$ cat src/rtl/dmem_store_buffer.sv
`default_nettype none
// ============================================================================
// Module   : dmem_store_buffer
// Purpose  : Posted-write store buffer in front of a single-port data memory.
//            Optional macro STB_FWD_EN forwards pending store data to loads.
// Revision : 1.0 - initial release
// ============================================================================
module dmem_store_buffer #(
    parameter int DEPTH  = 4,
    parameter int ADDR_W = 32,
    parameter int DATA_W = 32
) (
    input  logic                       clk,
    input  logic                       rst,
    input  logic                       cpu_wen,
    input  logic                       cpu_ren,
    input  logic [ADDR_W-1:0]          cpu_addr,
    input  logic [DATA_W-1:0]          cpu_wdata,
    input  logic                       fence_req,
    output logic [DATA_W-1:0]          cpu_rdata,
    output logic                       cpu_stall,
    output logic                       mem_wen,
    output logic [ADDR_W-1:0]          mem_addr,
    output logic [DATA_W-1:0]          mem_wdata,
    input  logic [DATA_W-1:0]          mem_rdata,
    output logic                       empty,
    output logic [$clog2(DEPTH+1)-1:0] count
);

    localparam int c_PTR_W = $clog2(DEPTH);
    localparam int c_CNT_W = $clog2(DEPTH+1);

    logic [ADDR_W-1:0]  r_addr [DEPTH];
    logic [DATA_W-1:0]  r_data [DEPTH];
    logic [c_PTR_W-1:0] r_head;
    logic [c_PTR_W-1:0] r_tail;
    logic [c_CNT_W-1:0] r_count;

    logic               w_rd;
    logic               w_hit;
    logic               w_raw;
    logic               w_full;
    logic               w_nonempty;
    logic               w_stall;
    logic               w_port_load;
    logic               w_push;
    logic               w_pop;
    logic [c_PTR_W-1:0] w_idx;
`ifdef STB_FWD_EN
    logic [DATA_W-1:0]  w_fwd_data;
`endif

    // Walk pending entries oldest to youngest so the last match is the youngest.
    always_comb begin
        w_hit = 1'b0;
        w_idx = r_head;
`ifdef STB_FWD_EN
        w_fwd_data = '0;
`endif
        for (int k = 0; k < DEPTH; k++) begin
            w_idx = r_head + c_PTR_W'(k);
            if ((c_CNT_W'(k) < r_count) &&
                (r_addr[w_idx][ADDR_W-1:2] == cpu_addr[ADDR_W-1:2])) begin
                w_hit = 1'b1;
`ifdef STB_FWD_EN
                w_fwd_data = r_data[w_idx];
`endif
            end
        end
    end

    assign w_rd       = cpu_ren & ~cpu_wen;
    assign w_full     = (r_count == c_CNT_W'(DEPTH));
    assign w_nonempty = (r_count != '0);

`ifdef STB_FWD_EN
    assign w_raw       = 1'b0;
    assign w_port_load = ~rst & w_rd & ~w_stall & ~w_hit;
    assign cpu_rdata   = w_hit ? w_fwd_data : mem_rdata;
`else
    assign w_raw       = w_rd & w_hit;
    assign w_port_load = ~rst & w_rd & ~w_stall;
    assign cpu_rdata   = mem_rdata;
`endif

    assign w_stall = ~rst & ((cpu_wen & w_full) | w_raw | (fence_req & w_nonempty));
    assign w_push  = ~rst & cpu_wen & ~w_stall;
    // The head retires whenever a load is not using the memory port.
    assign w_pop   = ~rst & ~w_port_load & w_nonempty;

    assign cpu_stall = w_stall;
    assign mem_wen   = w_pop;
    assign mem_addr  = w_pop ? r_addr[r_head] : cpu_addr;
    assign mem_wdata = r_data[r_head];
    assign empty     = rst | ~w_nonempty;
    assign count     = r_count;

    always_ff @(posedge clk) begin
        if (rst) begin
            r_head  <= '0;
            r_tail  <= '0;
            r_count <= '0;
        end else begin
            if (w_push) begin
                r_tail <= r_tail + 1'b1;
            end
            if (w_pop) begin
                r_head <= r_head + 1'b1;
            end
            if (w_push && !w_pop) begin
                r_count <= r_count + 1'b1;
            end else if (!w_push && w_pop) begin
                r_count <= r_count - 1'b1;
            end
        end
    end

    always_ff @(posedge clk) begin
        if (w_push) begin
            r_addr[r_tail] <= cpu_addr;
            r_data[r_tail] <= cpu_wdata;
        end
    end

endmodule
`default_nettype wire
$ cat config.mk
export PLATFORM = sky130hd
export DESIGN_NAME = dmem_store_buffer
export DESIGN_NICKNAME = d
export VERILOG_FILES = /design/src/rtl/dmem_store_buffer.sv
export SDC_FILE = /design/constraint.sdc
export NUM_CORES = 1
export LEC_CHECK = 0
export ABC_AREA = 1
export CAP_MARGIN = 30
export CORE_AREA = 2 2 164 166
export DETAILED_ROUTE_END_ITERATION = 8
export DIE_AREA = 0 0 166 168
export PLACE_DENSITY = 0.92
export SYNTH_ARGS = -nofsm -noshare
export SYNTH_HDL_FRONTEND = slang
export SYNTH_SLANG_ARGS = --single-unit
$ cat constraint.sdc
create_clock -name clk -period 8.1 [get_ports clk]
set_clock_uncertainty 0.2 [all_clocks]
set_input_delay 1.62 -clock clk [delete_from_list [all_inputs] [get_ports clk]]
set_output_delay 1.62 -clock clk [all_outputs]
set_load 0.01 [all_outputs]
# Yosys cells after proc, flatten, opt, wreduce, memory -nomap -nowiden
# Memory sizes are Yosys's and may differ from the RTL's. A register that Yosys moved wholly into a read port is not among the register bits.
# Index checks and enable logic that the tools add are counted.
# totals
reg_bits	7
ram_bits	256
in_bits	101
out_inout_bits	102
word_cells	62
mem_count	2
# classes
addsub	6
order_cmp	4
eq_ne	5
mux	13
bitwise_logic	19
n_reduce_logical	10
# memory_table
memory	words	width	read_ports	rd_ports_with_merged_regs	write_ports	line_no	rtl
r_addr	4	32	4	1	1	33	logic [ADDR_W-1:0] r_addr [DEPTH];
r_data	4	32	1	1	1	34	logic [DATA_W-1:0] r_data [DEPTH];
# ops
operator	n
equality test 30 bit	4
two-way mux 32 bit	1
bitwise AND 1 bit	11
two-way mux 2 bit	4
logical AND 1 bit	6
less-than comparator 1 x 3 -> 1 bit (first input constant)	2
less-than comparator 2 x 3 -> 1 bit (first input constant)	2
two-way mux 1 bit	6
two-way mux 3 bit	2
inverter 1 bit	5
adder 2 x 1 -> 2 bit (second input constant)	2
adder 2 bit (second input constant)	2
adder 3 x 1 -> 3 bit (second input constant)	1
equality test 3 bit (second input constant)	1
OR 1 bit	3
nonzero test 3 bit	1
subtractor 3 x 1 -> 3 bit (second input constant)	1
logical NOT 1 bit	2
nonzero test 2 bit	1

# Logic depth before layout (Yosys ltp)
# Gate-level depths: netlist of run 1.
# An unclocked memory read counts as a cell.
# depth
ltp_word	19
depth_mapped	26
depth_no_buf	23

# Worst setup path after synthesis of run 1
# No wires, ideal clock.
# synth_path
path_kind	input -> register
from	input port cpu_addr[21]
to	memory r_addr[0][0] (enable)
setup_ns	0.487
arrival_ns	5.268
t_required_ns	7.413
slack_ns	2.145
path_stages	13
path_buffers	0
path_cell_list	inv_1 nand3_1 o21ai_1 nor2_1 nand2_1 nor2_1 nand2_1 nor2_1 nor2_2 nand2_1 nand2_1 nand3_1 nor2_1
# synth_between
elab_chain_cells	14
elab_cells_between_ends	20
cone_classes	eq/ne (4); mux (6); bitwise (6); reduce/logical (4)
# synth_rtl
element	line_no	rtl
from (decl)	17	input logic [ADDR_W-1:0] cpu_addr,
equality test 30 bit	63	(r_addr[w_idx][ADDR_W-1:2] == cpu_addr[ADDR_W-1:2])) begin
logical AND 1 bit	62	if ((c_CNT_W'(k) < r_count) &&
two-way mux 1 bit (3 in series)	62	
two-way mux 1 bit (*)	62	
bitwise AND 1 bit (*)	81	assign w_raw = w_rd & w_hit;
OR 1 bit (*) (2 in series)	86	assign w_stall = ~rst & ((cpu_wen & w_full) | w_raw | (fence_req & w_nonempty));
bitwise AND 1 bit (*)	86	
inverter 1 bit (*)	87	assign w_push = ~rst & cpu_wen & ~w_stall;
bitwise AND 1 bit (*)	87	
two-way mux 1 bit (*)	119	if (w_push) begin
two-way mux 1 bit (not written as such) (*)	120	r_addr[r_tail] <= cpu_addr;
to (decl)	33	
# Mark *: on every way between the ends. The rest lies on a longest branch, timed or not.

# Worst setup path after layout of run 1
# layout_path
from	register r_head[1]
to	output port mem_addr[3]
# layout_between
elab_chain_cells	17
elab_cells_between_ends	23
cone_classes	add/sub (3); eq/ne (3); mux (4); bitwise (9); reduce/logical (3); memory (1)
# layout_rtl
element	line_no	rtl
from (decl)	35	logic [c_PTR_W-1:0] r_head;
from (signal assigned)	108	r_head <= r_head + 1'b1;
adder 2 x 1 -> 2 bit	61	w_idx = r_head + c_PTR_W'(k);
memory (4 x 32 bit) (*)	n/a	
equality test 30 bit	63	
logical AND 1 bit	62	
two-way mux 1 bit (2 in series)	62	
two-way mux 1 bit (*)	62	
bitwise AND 1 bit (*)	81	
OR 1 bit (*) (2 in series)	86	
bitwise AND 1 bit (*)	86	
inverter 1 bit (*)	82	assign w_port_load = ~rst & w_rd & ~w_stall;
bitwise AND 1 bit (*)	82	
inverter 1 bit (*)	89	assign w_pop = ~rst & ~w_port_load & w_nonempty;
bitwise AND 1 bit (*) (2 in series)	89	
two-way mux 32 bit (*)	93	assign mem_addr = w_pop ? r_addr[r_head] : cpu_addr;
to (decl)	23	output logic [ADDR_W-1:0] mem_addr,
# Marks and branches as above.

==> results of run 1 <==
path summary, 6_finish.rpt:
| kind | endpoint | cells after the start | slack, ns | start |
|---|---|---|---|---|
| setup / recovery | mem_addr[3] | 20 | 1.07 | r_head[1] |
| hold / removal | r_tail[1] | 4 | 0.41 | r_tail[1] |
| setup reg to reg | r_data[0][8] | 19 | 2.56 | r_head[1] |
| hold reg to reg | r_tail[1] | 4 | 0.41 | r_tail[1] |
area by class of cell:
cell class,instances,area share
clock buffer,37,0.0410
tap,341,0.0238
inverter,79,0.0168
clock inverter,13,0.00601
multi-input combinational,1631,0.382
timing repair buffer,159,0.0900
sequential,265,0.440
placed cells by master, fill, tap and decap left out, types with 17 or more instances in the layout:
cell             netlist  layout
clkbuf_16              0      28
o21ai_1               21      21
inv_1                 75      75
o21ai_0               80      80
o21ai_2               18      18
o22ai_1               32      32
nand2_1             1105    1103
clkdlybuf4s50_1        0     138
edfxtp_1             256     256
nor2_1               157     153
nand3_1              185     185
buf_4                 48      17
routing by layer:
layer | up-vias | part of all wire
li1 | 6932 | -
met1 | 6711 | 0.35
met2 | 1102 | 0.46
met3 | 236 | 0.13
met4 | 2 | 0.055
met5 | - | 0.00035
cell usage after synthesis:
| library cell | number | area, sq um |
|---|---|---|
| dfxtp_1 | 9 | 180 |
| nand4_1 | 2 | 12.5 |
| edfxtp_1 | 256 | 7690 |
| inv_2 | 3 | 11.3 |
| inv_1 | 75 | 282 |
| o21ai_2 | 18 | 158 |
| o21ai_0 | 80 | 400 |
| a32o_1 | 2 | 20.0 |
| nand2_2 | 1 | 6.26 |
| nor2_1 | 157 | 589 |
| nor2_2 | 2 | 12.5 |
| ha_1 | 9 | 113 |
| inv_4 | 1 | 6.26 |
| a21o_1 | 1 | 7.51 |
| a21boi_0 | 1 | 7.51 |
| and2_1 | 1 | 6.26 |
| o22ai_1 | 32 | 200 |
| buf_4 | 48 | 360 |
| clkbuf_1 | 32 | 120 |
| a21oi_1 | 11 | 55.1 |
| buf_2 | 34 | 170 |
| xnor2_1 | 1 | 8.76 |
| nand2_1 | 1105 | 4150 |
| xor2_1 | 1 | 8.76 |
| o21ai_1 | 21 | 105 |
| buf_6 | 12 | 135 |
| nand3_1 | 185 | 926 |
| nand4_4 | 1 | 21.3 |
| buf_1 | 3 | 11.3 |
cell families after synthesis:
kind of cell	synth area share
buffers and inverters	0.0695
XOR/XNOR	0.00111
AND/OR/NAND/NOR	0.363
flip-flops	0.499
AO/OA/AOI/OAI	0.0605
adder cells (fa/ha/maj)	0.00714
sequential cells by signal, indices dropped and copies added (netlist names), named ones only:
name	flops
count	3
r_addr	128
r_data	128
r_head	2
r_tail	2
power breakdown:
group	switching (W)	internal [W]	leakage [nW]
logic	0.00179	0.000909	5.15
registers	0.0000755	0.00161	2.39
clock network	0.000523	0.000668	0.402
total	0.00239	0.00319	7.95
worst reg2reg max path, delay by kind of cell (launching register included):
family | cells | cell delay [ns]
AND/OR/NAND/NOR | 16 | 2.66
buffers and inverters | 3 | 1.92
flip-flops | 1 | 0.32
through the flow:
step | cell area (sq um) | util | setup WS (ns) | power, W
after CTS | 17900 | 0.679 | 1.21 | 0.00552
final | 17900 | 0.679 | 1.07 | 0.00558
after global placement | 17000 | 0.644 | 1.40 | 0.00424
after floorplan | 15800 | - | 2.15 | 0.00349
after global routing | 17900 | 0.679 | 0.723 | 0.00591
after detailed placement | 17100 | 0.647 | 1.36 | 0.00433
==> flow_summary.toml, run 1 <==
[drt]
drtPass1Iterations = 9
drt_wl_total_mm = 45.5
vias_per_cell = 5.93
wl_per_cell_microns = 18.0
vias = 15000
initialDrtViolationCount = 2193
ant_nets = 0
drc = 0

[worst_setup_path]
crit_chain = "inv_2, nand2_1, nand2_2, buf_4, nand2_1, nand2_1, nand2_1, nand2_1, nor2_1, nand2_1, nor2_1, nand2_1, nor2_1, nor2_2, nand4_4, nand2_2, buf_12, nand2_1, o21ai_1, clkdlybuf4s50_1"
crit_required_ns = 6.28
cp-end-kind = "output port"
crit_slowest_cell = "inv_2"
path_delay_family = "simple AND/OR/NAND/NOR gates"
critPathArrivalTime_ns = 5.21
cp_common_cell = "nand2_1"
startpoint_type = "flop"
setup.worst_path.class = "reg2out"
slowest_delay_ns = 0.58
path_max_fanout = 43
cp_num_buf_inv = 4

[clock_tree]
clockBufferDepth = 3
htreeDepth = 1
clock_latency_ns = 0.57
ctsResizeCount = 0
cts_root_buffer = "clkbuf_16"
ctsHoldBuffers = 0
cts_sinks = 265
cts_setup_buffers = 0
cts_tree = "yes"
numCtsBuffers = 28
cts.clk_slew.worst_paths_ns = 0.06

[placement]
placed_cells = 2475
gp_congestion = 0.938
portBuffers = 138
dpl.hpwl_mm = 29.0

[grt]
grt_use_total = 0.320
grt.busiest_layer = "met2"
grt_pass1_vias = 14300
global_route.usage.met1 = 0.388
grt_util_met3 = 0.0809
grt_max_degree = 81
overflow = 0
grtUsageMet2 = 0.530
grt_pass1_wl_mm = 71.8
antenna_found_initial = 1

[cells_and_area]
multi_input_area_sq_um = 6840
final-instance-count-excl-fill = 2525
area_growth_pct = 13.5
antennaDiodeCount = 0
final-seq-area_sq_um = 7880
final_nets = 2274
drive_gt1_frac = 0.0408
fillers = 2015

[floorplanning]
fp.coreArea_sq_um = 26400
fp.dieW_microns = 166
dieArea_sq_um = 27900
die_h_microns = 168
pin_count = 203
rows = 60
start_util = 0.598

[timing]
drv_slew = 0
hold_violations = 0
finalSetupTns_ns = 0
min_period_ns = 7.03
max_freq_ghz = 0.142
rsz0062_at_grt = "no"
maxSlewHeadroom = 0.346
final.period_utilization = 0.868
tightest_slew_ns = 0.982
hold_slack_ns = 0.410
final-setup-viol-count = 0

[min_path]
worstHoldPathType = "reg2reg"

[logic_synthesis]
syn_inst = 2104
avgSynthCellArea_sq_um = 7.49
yosys_warnings = 0
yosysSeqAreaShare = 0.499
syn_area_sq_um = 15800
synth_fp_nets = 2214
synth.distinct_cells = 29
synth-seq-cells = 265

[job]
cap_violations = 0

[power]
cellLeakagePower_nw = 7.95
ir_drop_mv = 0.272
p_per_area_nw_per_um2 = 312

[outcome]
status = "finished clean"
No activity file was read; power rests on OpenSTA's default activity.
==> run 2: changes to the inputs <==
--- a/config.mk
+++ b/config.mk
@@ -7,10 +7,11 @@
 export LEC_CHECK = 0
 export ABC_AREA = 1
 export CAP_MARGIN = 30
-export CORE_AREA = 2 2 164 166
+export CORE_AREA = 2 2 181 183
+export CTS_BUF_LIST = sky130_fd_sc_hd__clkbuf_8
 export DETAILED_ROUTE_END_ITERATION = 8
-export DIE_AREA = 0 0 166 168
-export PLACE_DENSITY = 0.92
+export DIE_AREA = 0 0 183 185
+export PLACE_DENSITY = 0.79
 export SYNTH_ARGS = -nofsm -noshare
 export SYNTH_HDL_FRONTEND = slang
 export SYNTH_SLANG_ARGS = --single-unit
==> run 2 against run 1 <==
Effect of this change: combinational power barely moved; maximum frequency fell by 0.24%; largest cell class unchanged; setup slack got worse by 0.017 ns; highest routed layer unchanged.
==> flow_summary.toml, run 2 (synthesis gave the netlist of run 1 again) <==
[cells_and_area]
post-route-cell-area_sq_um = 17900
antennaDiodeCount = 0
drive_gt1_frac = 0.0501
area_growth_pct = 13.7
final_cell_mix = "nand2_1 (1103), edfxtp_1 (256), nand3_1 (185)"
final_nets = 2292
final_common_cell = "nand2_1"
fillers = 2877

[worst_setup_path]
startpoint_type = "flop"
critPathArrivalTime_ns = 5.23
setup.worst_path.class = "reg2out"
path_max_fanout = 91
crit_required_ns = 6.28
cp-end-kind = "output port"

[grt]
grt_pass1_vias = 13900
global_route.usage.met1 = 0.328
antenna_found_initial = 2
grt_util_met3 = 0.0706
grt_use_total = 0.270
grt.busiest_layer = "met2"
overflow = 0
grt_max_degree = 96
grt_pass1_wl_mm = 71.6
grtUsageMet2 = 0.451

[clock_tree]
numCtsBuffers = 46
cts_root_buffer = "clkbuf_8"
clockBufferDepth = 3
htreeDepth = 2
ctsResizeCount = 0
cts_tree = "yes"
ctsHoldBuffers = 0
cts_sinks = 265
cts.clk_slew.worst_paths_ns = 0.06
clock_latency_ns = 0.57
cts_setup_buffers = 0

[drt]
drc = 0
drtPass1Iterations = 6
ant_nets = 0
initialDrtViolationCount = 1671
vias_per_cell = 5.61
wl_per_cell_microns = 17.6
drt_wl_total_mm = 46.2
vias = 14700

[timing]
final-setup-viol-count = 0
max_freq_ghz = 0.142
finalSetupTns_ns = 0
final.period_utilization = 0.871
min_period_ns = 7.05
rsz0062_at_grt = "no"
hold_violations = 0
tightest_slew_ns = 0.986
maxSlewHeadroom = 0.343
drv_slew = 0

[outcome]
status = "finished clean"

[floorplanning]
dieArea_sq_um = 33900
fp.coreArea_sq_um = 32000
pin_count = 203
rows = 66
start_util = 0.492
die_h_microns = 185
fp.dieW_microns = 183

[placement]
gp_congestion = 0.945
dpl.hpwl_mm = 29.9
portBuffers = 138
place_area_sq_um = 17100

[min_path]
worstHoldPathType = "reg2reg"

[power]
cellLeakagePower_nw = 8.01
ir_drop_mv = 0.192
p_per_area_nw_per_um2 = 307

[job]
cap_violations = 0
[run 2: cell count changes in the layout (fill, tap and decap cells not counted)]
cell and change:
clkinv_2 +2, buf_16 -3, bufinv_16 -1, inv_2 -1
inv_1 +17, clkbuf_8 +50, clkinvlp_4 -1, clkinv_8 +2
clkbuf_16 -28, buf_4 +1, clkbuf_1 -9, clkinv_16 -1
buf_12 +2
[run 2: where the power goes]
part | internal [W] | leakage [nW] | switching (W) | total, W
Combinational | 0.000914 | 5.13 | 0.00176 | 0.00267
Sequential | 0.00161 | 2.39 | 0.000106 | 0.00172
Clock | 0.000567 | 0.488 | 0.000547 | 0.00111
[run 2: final timing paths]
| check | from | endpoint | slack [ns] | depth (start not counted) |
|---|---|---|---|---|
| setup / recovery | r_head[0] | mem_addr[17] | 1.05 | 18 |
| hold / removal | r_tail[0] | r_tail[0] | 0.38 | 3 |
| setup reg to reg | r_head[0] | r_data[2][3] | 2.55 | 17 |
| hold reg to reg | r_tail[0] | r_tail[0] | 0.38 | 3 |
[run 2: stage by stage]
stage	util	total power [W]	worst slack, ns	cells	hold WS (ns)
after floorplan	-	0.00349	2.15	2104	0.332
after global placement	0.534	0.00430	1.39	2542	0.351
after detailed placement	0.534	0.00437	1.33	2542	0.369
after CTS	0.560	0.00549	1.15	2622	0.382
after global routing	0.560	0.00587	0.669	2622	0.422
final	0.560	0.00550	1.05	2622	0.384
[run 2: final cells by class]
cell class / instances / area, sq um / share of cell area
tap: 408 / 510 / 0.0285
sequential: 265 / 7880 / 0.439
clock buffer: 50 / 688 / 0.0384
timing repair buffer: 159 / 1580 / 0.0879
clock inverter: 30 / 141 / 0.00788
inverter: 79 / 302 / 0.0168
multi-input combinational: 1631 / 6840 / 0.381
[run 2: metal layers]
layer  vias to the layer above  wire, microns
met3                       178           5490
met4                         4           2050
met2                       816          21600
met1                      6727          17100
li1                       6985              -
met5                         -             25
[run 2: critical path: stages (launching register included)]
cell and delay [ns]:
dfxtp_4 0.51, inv_4 0.36, buf_4 0.82, o21ai_0 0.32
nand2_1 0.12, nand3_1 0.21, nand2_1 0.12, nor2_1 0.07
nand2_1 0.06, nor2_1 0.04, nand2_1 0.06, nor2_1 0.05
nor2_2 0.14, nand4_4 0.14, nand2_2 0.53, buf_12 0.31
nand2_1 0.09, o21ai_2 0.08, clkdlybuf4s50_1 0.55
